File: config.mk
export PLATFORM = sky130hd
export DESIGN_NAME = memoria_operandos_flat
export DESIGN_NICKNAME = d
export VERILOG_FILES = /design/src/rtl/memoria_pkg.sv /design/src/rtl/memoria_operandos_if.sv /design/src/rtl/memoria_clear_fsm.sv /design/src/rtl/memoria_operandos.sv /design/src/flat_wrapper.sv
export SDC_FILE = /design/constraint.sdc
export NUM_CORES = 1
export LEC_CHECK = 0
export BUFFER_PORTS_ARGS = -buffer_cell sky130_fd_sc_hd__buf_2
export CAP_MARGIN = 10
export CORE_MARGIN = 1.5
export CORE_UTILIZATION = 56
export CTS_BUF_LIST = sky130_fd_sc_hd__clkbuf_4
export DETAILED_ROUTE_END_ITERATION = 10
export MAX_ROUTING_LAYER = met4
export PLACE_DENSITY = 0.84
export REMOVE_ABC_BUFFERS = 1
export SLEW_MARGIN = 40
export SYNTH_ARGS = -nofsm -noshare
export SYNTH_HDL_FRONTEND = slang
export SYNTH_HIERARCHICAL = 1
export SYNTH_SLANG_ARGS = --single-unit
export TNS_END_PERCENT = 20
File: constraint.sdc
create_clock -name clk_i -period 2.65 [get_ports clk_i]
set_input_delay 0.3975 -clock clk_i [delete_from_list [all_inputs] [get_ports clk_i]]
set_output_delay 0.3975 -clock clk_i [all_outputs]
set_load 0.005 [all_outputs]
File: src/rtl/memoria_pkg.sv
// ----------------------------------------------------------------------------
// memoria_pkg
// Shared definitions for the operand memory: the clear/run state encoding and
// the default word/address widths used by the ALU top level.
// ----------------------------------------------------------------------------
package memoria_pkg;

    // Default operand geometry used by the ALU top level.
    localparam int MEM_DATA_W = 32;
    localparam int MEM_ADDR_W = 3;

    // CLEAR: post-reset sweep writing CLEAR_VAL to every row.
    // RUN:   normal operation, user reads/writes accepted.
    typedef enum logic {
        CLEAR = 1'b0,
        RUN   = 1'b1
    } state_t;

endpackage : memoria_pkg

File: src/rtl/memoria_operandos_if.sv
// ----------------------------------------------------------------------------
// memoria_operandos_if
// Bus between the control unit (master) and the operand memory (slave).
//   we_i, waddr_i, wdata_i         write-back port
//   rd_req_i, raddr_a_i, raddr_b_i  dual read request
//   operador_a_o, operador_b_o     registered read data to the ALU
//   rd_valid_o                     one-cycle strobe, operands valid
//   ready_o                        clear finished, requests accepted
// ----------------------------------------------------------------------------
interface memoria_operandos_if
    import memoria_pkg::*;
#(
    parameter int DATA_W = MEM_DATA_W,
    parameter int ADDR_W = MEM_ADDR_W
);
    logic              we_i;
    logic [ADDR_W-1:0] waddr_i;
    logic [DATA_W-1:0] wdata_i;
    logic              rd_req_i;
    logic [ADDR_W-1:0] raddr_a_i;
    logic [ADDR_W-1:0] raddr_b_i;
    logic [DATA_W-1:0] operador_a_o;
    logic [DATA_W-1:0] operador_b_o;
    logic              rd_valid_o;
    logic              ready_o;

    modport master (
        output we_i, waddr_i, wdata_i, rd_req_i, raddr_a_i, raddr_b_i,
        input  operador_a_o, operador_b_o, rd_valid_o, ready_o
    );

    modport slave (
        input  we_i, waddr_i, wdata_i, rd_req_i, raddr_a_i, raddr_b_i,
        output operador_a_o, operador_b_o, rd_valid_o, ready_o
    );

endinterface : memoria_operandos_if

File: src/rtl/memoria_clear_fsm.sv
// ----------------------------------------------------------------------------
// memoria_clear_fsm
// Post-reset clear sequencer. After reset it sweeps rows 0..DEPTH-1, one per
// edge, then parks in RUN until the next reset.
//   clk_i, rst_ni   clock, synchronous active-low reset
//   o_clear_we      clear write strobe for the storage array
//   o_clear_addr    row being cleared
//   o_ready         1 once the sweep is done (RUN)
// ----------------------------------------------------------------------------
module memoria_clear_fsm
    import memoria_pkg::*;
#(
    parameter int ADDR_W = MEM_ADDR_W
) (
    input  logic              clk_i,
    input  logic              rst_ni,
    output logic              o_clear_we,
    output logic [ADDR_W-1:0] o_clear_addr,
    output logic              o_ready
);

    state_t            r_state;
    logic [ADDR_W-1:0] r_cnt;
    logic              r_clear_we;
    logic              r_ready;

    // NOTE: sequential state uses non-blocking assignments only, so every
    // register samples the pre-edge values regardless of statement order.
    always_ff @(posedge clk_i) begin
        if (!rst_ni) begin
            r_state    <= CLEAR;
            r_cnt      <= '0;
            r_clear_we <= 1'b1;
            r_ready    <= 1'b0;
        end else begin
            case (r_state)
                CLEAR: begin
                    // All-ones counter is the last row: terminal detect
                    // moves to RUN instead of letting the counter wrap.
                    if (&r_cnt) begin
                        r_state    <= RUN;
                        r_clear_we <= 1'b0;
                        r_ready    <= 1'b1;
                    end else begin
                        r_cnt <= r_cnt + 1'b1;
                    end
                end
                RUN: begin
                    r_state    <= RUN;
                    r_clear_we <= 1'b0;
                    r_ready    <= 1'b1;
                end
                default: begin
                    r_state    <= CLEAR;
                    r_cnt      <= '0;
                    r_clear_we <= 1'b1;
                    r_ready    <= 1'b0;
                end
            endcase
        end
    end

    assign o_clear_we   = r_clear_we;
    assign o_clear_addr = r_cnt;
    assign o_ready      = r_ready;

endmodule : memoria_clear_fsm

File: src/rtl/memoria_operandos.sv
// ----------------------------------------------------------------------------
// memoria_operandos
// Two-read, one-write operand memory feeding ALU operands A and B.
// Registered reads with a one-cycle valid strobe, write-first forwarding per
// port, and a self-clearing sweep after reset.
//   clk_i, rst_ni   clock, synchronous active-low reset
//   bus (slave)     write port, dual read request, operands, valid, ready
// ----------------------------------------------------------------------------
module memoria_operandos
    import memoria_pkg::*;
#(
    parameter int                DATA_W    = MEM_DATA_W,
    parameter int                ADDR_W    = MEM_ADDR_W,
    parameter logic [DATA_W-1:0] CLEAR_VAL = '0
) (
    input  logic                 clk_i,
    input  logic                 rst_ni,
    memoria_operandos_if.slave   bus
);

    localparam int DEPTH = 1 << ADDR_W;

    logic              w_clear_we;
    logic [ADDR_W-1:0] w_clear_addr;
    logic              w_ready;

    logic              w_we;
    logic [ADDR_W-1:0] w_waddr;
    logic [DATA_W-1:0] w_wdata;
    logic              w_user_we;
    logic              w_rd_acc;

    logic [DATA_W-1:0] r_mem [DEPTH];
    logic [DATA_W-1:0] r_op_a;
    logic [DATA_W-1:0] r_op_b;
    logic              r_rd_valid;

    memoria_clear_fsm #(
        .ADDR_W (ADDR_W)
    ) u_clear_fsm (
        .clk_i        (clk_i),
        .rst_ni       (rst_ni),
        .o_clear_we   (w_clear_we),
        .o_clear_addr (w_clear_addr),
        .o_ready      (w_ready)
    );

    // User traffic is only honoured in RUN.
    assign w_user_we = w_ready & bus.we_i;
    assign w_rd_acc  = w_ready & bus.rd_req_i;

    // Clear sweep owns the write port until ready; a reset edge writes nothing.
    // NOTE: every signal assigned in always_comb gets a default first, so no
    // path leaves it unassigned and no latch is inferred.
    always_comb begin
        w_we    = 1'b0;
        w_waddr = bus.waddr_i;
        w_wdata = bus.wdata_i;
        if (rst_ni) begin
            if (w_clear_we) begin
                w_we    = 1'b1;
                w_waddr = w_clear_addr;
                w_wdata = CLEAR_VAL;
            end else begin
                w_we = w_user_we;
            end
        end
    end

    // NOTE: the storage array has no reset; the clear sweep initialises it,
    // which keeps it mappable onto RAM primitives.
    always_ff @(posedge clk_i) begin
        if (w_we) begin
            r_mem[w_waddr] <= w_wdata;
        end
    end

    // Registered read ports; a same-cycle write to the read address is
    // forwarded so each port returns the new word (write-first).
    always_ff @(posedge clk_i) begin
        if (!rst_ni) begin
            r_op_a     <= '0;
            r_op_b     <= '0;
            r_rd_valid <= 1'b0;
        end else begin
            r_rd_valid <= w_rd_acc;
            if (w_rd_acc) begin
                r_op_a <= (w_user_we && bus.waddr_i == bus.raddr_a_i)
                          ? bus.wdata_i : r_mem[bus.raddr_a_i];
                r_op_b <= (w_user_we && bus.waddr_i == bus.raddr_b_i)
                          ? bus.wdata_i : r_mem[bus.raddr_b_i];
            end
        end
    end

    assign bus.operador_a_o = r_op_a;
    assign bus.operador_b_o = r_op_b;
    assign bus.rd_valid_o   = r_rd_valid;
    assign bus.ready_o      = w_ready;

endmodule : memoria_operandos

File: src/flat_wrapper.sv
// flat-port wrapper written by rule: the top's interface ports become plain ports
module memoria_operandos_flat import memoria_pkg::*;
#(
    parameter int                DATA_W    = MEM_DATA_W,
    parameter int                ADDR_W    = MEM_ADDR_W,
    parameter logic [DATA_W-1:0] CLEAR_VAL = '0
)
  (clk_i, rst_ni, bus_we_i, bus_waddr_i, bus_wdata_i, bus_rd_req_i, bus_raddr_a_i, bus_raddr_b_i, bus_operador_a_o, bus_operador_b_o, bus_rd_valid_o, bus_ready_o);
  memoria_operandos_if #(.DATA_W(DATA_W), .ADDR_W(ADDR_W)) bus_i ();
  input  logic clk_i;
  input  logic rst_ni;
  input wire logic [$bits(bus_i.we_i)-1:0] bus_we_i;
  input wire logic [$bits(bus_i.waddr_i)-1:0] bus_waddr_i;
  input wire logic [$bits(bus_i.wdata_i)-1:0] bus_wdata_i;
  input wire logic [$bits(bus_i.rd_req_i)-1:0] bus_rd_req_i;
  input wire logic [$bits(bus_i.raddr_a_i)-1:0] bus_raddr_a_i;
  input wire logic [$bits(bus_i.raddr_b_i)-1:0] bus_raddr_b_i;
  output wire logic [$bits(bus_i.operador_a_o)-1:0] bus_operador_a_o;
  output wire logic [$bits(bus_i.operador_b_o)-1:0] bus_operador_b_o;
  output wire logic [$bits(bus_i.rd_valid_o)-1:0] bus_rd_valid_o;
  output wire logic [$bits(bus_i.ready_o)-1:0] bus_ready_o;
  assign bus_i.we_i = bus_we_i;
  assign bus_i.waddr_i = bus_waddr_i;
  assign bus_i.wdata_i = bus_wdata_i;
  assign bus_i.rd_req_i = bus_rd_req_i;
  assign bus_i.raddr_a_i = bus_raddr_a_i;
  assign bus_i.raddr_b_i = bus_raddr_b_i;
  assign bus_operador_a_o = bus_i.operador_a_o;
  assign bus_operador_b_o = bus_i.operador_b_o;
  assign bus_rd_valid_o = bus_i.rd_valid_o;
  assign bus_ready_o = bus_i.ready_o;
  memoria_operandos #(.DATA_W(DATA_W), .ADDR_W(ADDR_W), .CLEAR_VAL(CLEAR_VAL)) u_core (.clk_i(clk_i), .rst_ni(rst_ni), .bus(bus_i));
endmodule
* Word-level counts from Yosys, hierarchy flattened
Memories as Yosys holds them, arrays and structs flattened. Index checks and enable logic that the tools add are counted.
Storage, ports and cells: memories 1, register bits 71, input bits 45, bits in writable memories 256, output and inout bits 66
Cells by class: reduce and logical (&&, ||, !) cells 4, equality and inequality tests 3, add/subtract/negate cells 1, mux-type cells 16, bitwise logic cells 4
Memories:
- u_core.r_mem | words 8, width 32, rd ports 2, clocked after Yosys merged registers in 0, wr ports 1, RTL line memoria_operandos.sv:33 | logic [DATA_W-1:0] r_mem [DEPTH];
Operator list (count):
- 2-to-1 mux 32 bit | 4
- 2-to-1 mux 1 bit | 7
- == test 3 bit | 2
- 2-to-1 mux 3 bit | 2
- one-hot mux 1 bit (2 select lines) | 3
- adder 3 x 1 -> 3 bit (second input constant) | 1
- AND reduction 3 bit | 1
- AND 1 bit | 2
- logical AND 1 bit | 2
- inequality test 2 bit (second input constant) | 1
- inverter 1 bit | 2
- AND reduction 2 bit | 1

* Depth between registers and ports, before layout
word-level depth 5, depth in mapped cells 7, gate-level depth less buffers 4

* Hierarchy
Netlist, hierarchy kept.
By module, submodules not included:
- memoria_operandos | sequential area each 8988.6 um^2, area each 14286.2 um^2, cells an instance 829, instances 1
- memoria_clear_fsm | sequential area each 120.1 um^2, area each 225.2 um^2, cells an instance 22, instances 1

* Least setup slack after synthesis
No wires, ideal clock.
path kind input-to-reg, from input rst_ni, to memory u_core/r_mem[4][0] in the netlist's numbering (enable), arrival time 2.293 ns, buffers on the path 1, stages 5, slack -0.064 ns, data required time 2.229 ns, cell sequence nand2_1 > clkbuf_1 > nor3b_1 > a31oi_1 > nor2_1
Between the ends: longest elaborated chain between the ends 3
RTL lines:
- start: declaration | RTL line flat_wrapper.sv:11 | input logic rst_ni;
- 2-to-1 mux 1 bit | RTL line memoria_operandos.sv:59 | if (rst_ni) begin
- 2-to-1 mux 1 bit | RTL line memoria_operandos.sv:73 | if (w_we) begin
- 2-to-1 mux 1 bit (not written as such) | RTL line memoria_operandos.sv:74 | r_mem[w_waddr] <= w_wdata;
- end: declaration | RTL line memoria_operandos.sv:33
Several ways; a longest one is shown, not always the timed one.

* Worst setup path after layout
from register u_core.u_clear_fsm.r_ready, in the netlist u_core/u_clear_fsm/o_ready, to register u_core.r_op_b[12], in the netlist u_core/bus.operador_b_o[12]
Between the ends: longest elaborated chain between the ends 3
RTL lines:
- start: declaration | RTL line memoria_clear_fsm.sv:25 | logic r_ready;
- start signal: assignment | RTL line memoria_clear_fsm.sv:34 | r_ready <= 1'b0;
- start signal: assignment | RTL line memoria_clear_fsm.sv:43 | r_ready <= 1'b1;
- start signal: assignment | RTL line memoria_clear_fsm.sv:51 | r_ready <= 1'b1;
- AND 1 bit | RTL line memoria_operandos.sv:49 | assign w_user_we = w_ready & bus.we_i;
- logical AND 1 bit | RTL line memoria_operandos.sv:90 | r_op_b <= (w_user_we && bus.waddr_i == bus.raddr_b_i)
- 2-to-1 mux 32 bit | RTL line memoria_operandos.sv:91 | ? bus.wdata_i : r_mem[bus.raddr_b_i];
- end signal: assignment | RTL line memoria_operandos.sv:90
- end: declaration | RTL line memoria_operandos.sv:35 | logic [DATA_W-1:0] r_op_b;
Several ways; a longest one is shown, not always the timed one. A chain may end at the register's enable or synchronous reset.

==> metrics.txt <==
initial antenna violation count=1; Total Routing Usage GR=0.289; post-route DRC violation count=0; total routed wirelength=36600 um; syn_area_per_cell=17.1 sq um; Rows=58; CTS sink count=327; vias per cell=6.54; WL per Instance=25.4 um; f_max=526 MHz; Vias=9422; Final #Nets=1093; Hold-fix buffers, CTS=33; area grow syn2layout=17.2%; EDFF count, synth=256; CTS tree=built; initial core utilization=0.573; final worst setup slack=0.749 ns; minimum clock period=1.90 ns; Detailed Route Iter0 Violations=1139; Yosys top cell area share=0.530; CP arrival=2.46 ns; CORE AREA=25300 sq um; share of layout cells above drive strength 1=0.395; Reg2Reg Setup Slack=0.75 ns; Power Density=638 nW/um^2; vias in the first global route=9786; Synth area leaders=edfxtp_1, mux4_2, dfxtp_1, mux2i_1, a22oi_1; asr flop ratio synth=0; pin count of the biggest net entering global routing=41; Max clock buf depth=3; cts repair resizes=0; Seq/Total Area, Yosys=0.628; synth unique cells=48; Synth Warn #=6; DR pass1 iterations=5; die area=26900 sq um; Max VDD drop=331 uV; DR WL met3=3660 um; latest clock arrival within the worst-skew pair=0.71 ns; final setup vio count=0; post-route clock skew=0.0428 ns; global-route wire length before repair=54900 um; unrepaired setup endpoints after global routing=no; DRT met1 WL=13600 um; Placed Cells=1261; period utilization=0.717; Worst-path clk slew=0.07 ns; Yosys reg bits=327; Cell Count, Final, Fillers Out=1441; CP Launch Type=register; final hold vios=0; Fillers=1670; hold crit path type=in -> reg; crit path capture type=register; Worst Tran Pin Value=0.639 ns; Worst Path Required=3.21 ns; DR top layer=met4; kind of critical path=reg -> reg; hpwl dp=21500 um; CTS root buf=clkbuf_4; total CTS buffers=80; Main synth FF type=edfxtp_1; Die Y=164 um; metal2 WL=18500 um; total I/O pin count=111; dpl ws=0.458 ns; Die Width=164 um; post-CTS setup buffers=0; max_slew headroom=0.571; Mapped Area=14500 sq um; Post-Synthesis Cells=851; Leakage Power=6.07 nW; CP max FO=23; maxcap violations=0; I/O Buffers=110; run status=completed; max-slew violation count=0; total grt overflow=0; Yosys top cell by area=edfxtp_1; Routed Antenna Nets=0; RD Place Congestion=0.844; Max H-tree Level=3
## critical path, stage by stage, from the launching register on
cell and delay [ns]:
dfxtp_1 0.46, nand2_1 0.16, or4_1 0.67, nand2_8 0.31
o21ai_0 0.15
## cells in the mapped netlist (all sizes together), types with 2 or more instances
cell,count
and2,33
a21boi,2
a31oi,4
o22ai,9
nor2,9
o211ai,2
inv,3
ha,2
clkbuf,23
nand3,12
dfxtp,71
xor2,3
o22a,9
mux4,108
nor3,3
a22oi,64
xnor2,3
mux2,19
nor3b,2
o21ai,72
o221ai,9
or3b,2
buf,44
o21a,10
mux2i,55
edfxtp,256
nand2,9
## state kept, by name (all words and copies together), names as in the netlist
signal and count:
u_core/bus.operador_a_o 32, u_core/bus.rd_valid_o 1, u_core/u_clear_fsm/r_state 1, u_core/u_clear_fsm/o_clear_we 1, u_core/bus.operador_b_o 32, u_core/u_clear_fsm/o_clear_addr 3
u_core/u_clear_fsm/o_ready 1, u_core/r_mem 256
## power by group
group	internal (W)	switching [W]	total, W
Clock	0.00220	0.00199	0.00419
Combinational	0.000416	0.000521	0.000938
Sequential	0.00566	0.0000596	0.00572
## logic make-up (layout without fill, tap and decap cells)
family                     count (synthesis)  after routing  share of synthesized area
DFF                                      327            327                      0.628
other                                      0              1                          0
muxes                                    182            182                      0.220
buffers and inverters                     70            329                     0.0253
xor gates and xnor gates                   6              6                    0.00362
AOI/OAI and AO/OA                        184            184                     0.0886
and+or+nand+nor                           80             80                     0.0327
adders and majority gates                  2              2                    0.00172
## placed cells by master (no fill, tap or decap), drive strengths merged, types with 19 or more instances in the layout
cell type and n:
a22oi 64, o21ai 72, clkbuf 114, mux2 19, buf 147, mux4 108, and2 33, dfxtp 71
edfxtp 256, dlygate4sd3 33, clkinv 28, mux2i 55
## layout make-up
cell class | count | area (sq um) | area share
flip-flops and latches | 327 | 9110 | 0.536
well taps | 330 | 413 | 0.0243
diodes | 1 | 2.50 | 0.000147
clock inverters | 32 | 186 | 0.0110
clock buffers | 114 | 856 | 0.0503
inverters | 3 | 11.3 | 0.000662
multi-input cells | 454 | 5120 | 0.301
repair buffers | 180 | 1300 | 0.0767
## through the flow
| stage | total power, W | instance area (sq um) | utilization | hold slack, ns | TNS (ns) |
|---|---|---|---|---|---|
| floorplan | 0.00629 | 14200 | - | 0.474 | -182.38 |
| global placement | 0.00669 | 15600 | 0.617 | 0.467 | 0 |
| detailed placement | 0.00672 | 15600 | 0.617 | 0.474 | 0 |
| CTS | 0.0109 | 17000 | 0.671 | 0.209 | 0 |
| global route | 0.0112 | 17000 | 0.671 | 0.257 | 0 |
| finish | 0.0109 | 17000 | 0.671 | 0.263 | 0 |
## layer usage
| layer | vias to the layer above | track usage |
|---|---|---|
| met5 | - | - |
| met4 | 0 | 0.113 |
| met3 | 87 | 0.0576 |
| met2 | 595 | 0.470 |
| met1 | 4759 | 0.359 |
| li1 | 3981 | - |
## path summary, 6_finish.rpt
check	start	depth (start not counted)	end
max reg2reg	u_core/u_clear_fsm/o_ready	4	u_core/bus.operador_b_o[12]
min	bus_raddr_a_i[0]	3	u_core/bus.operador_a_o[11]
max	u_core/u_clear_fsm/o_ready	4	u_core/bus.operador_b_o[12]
min reg2reg	u_core/bus.operador_a_o[6]	2	u_core/bus.operador_a_o[6]
Power figures use the tool's default switching activity.
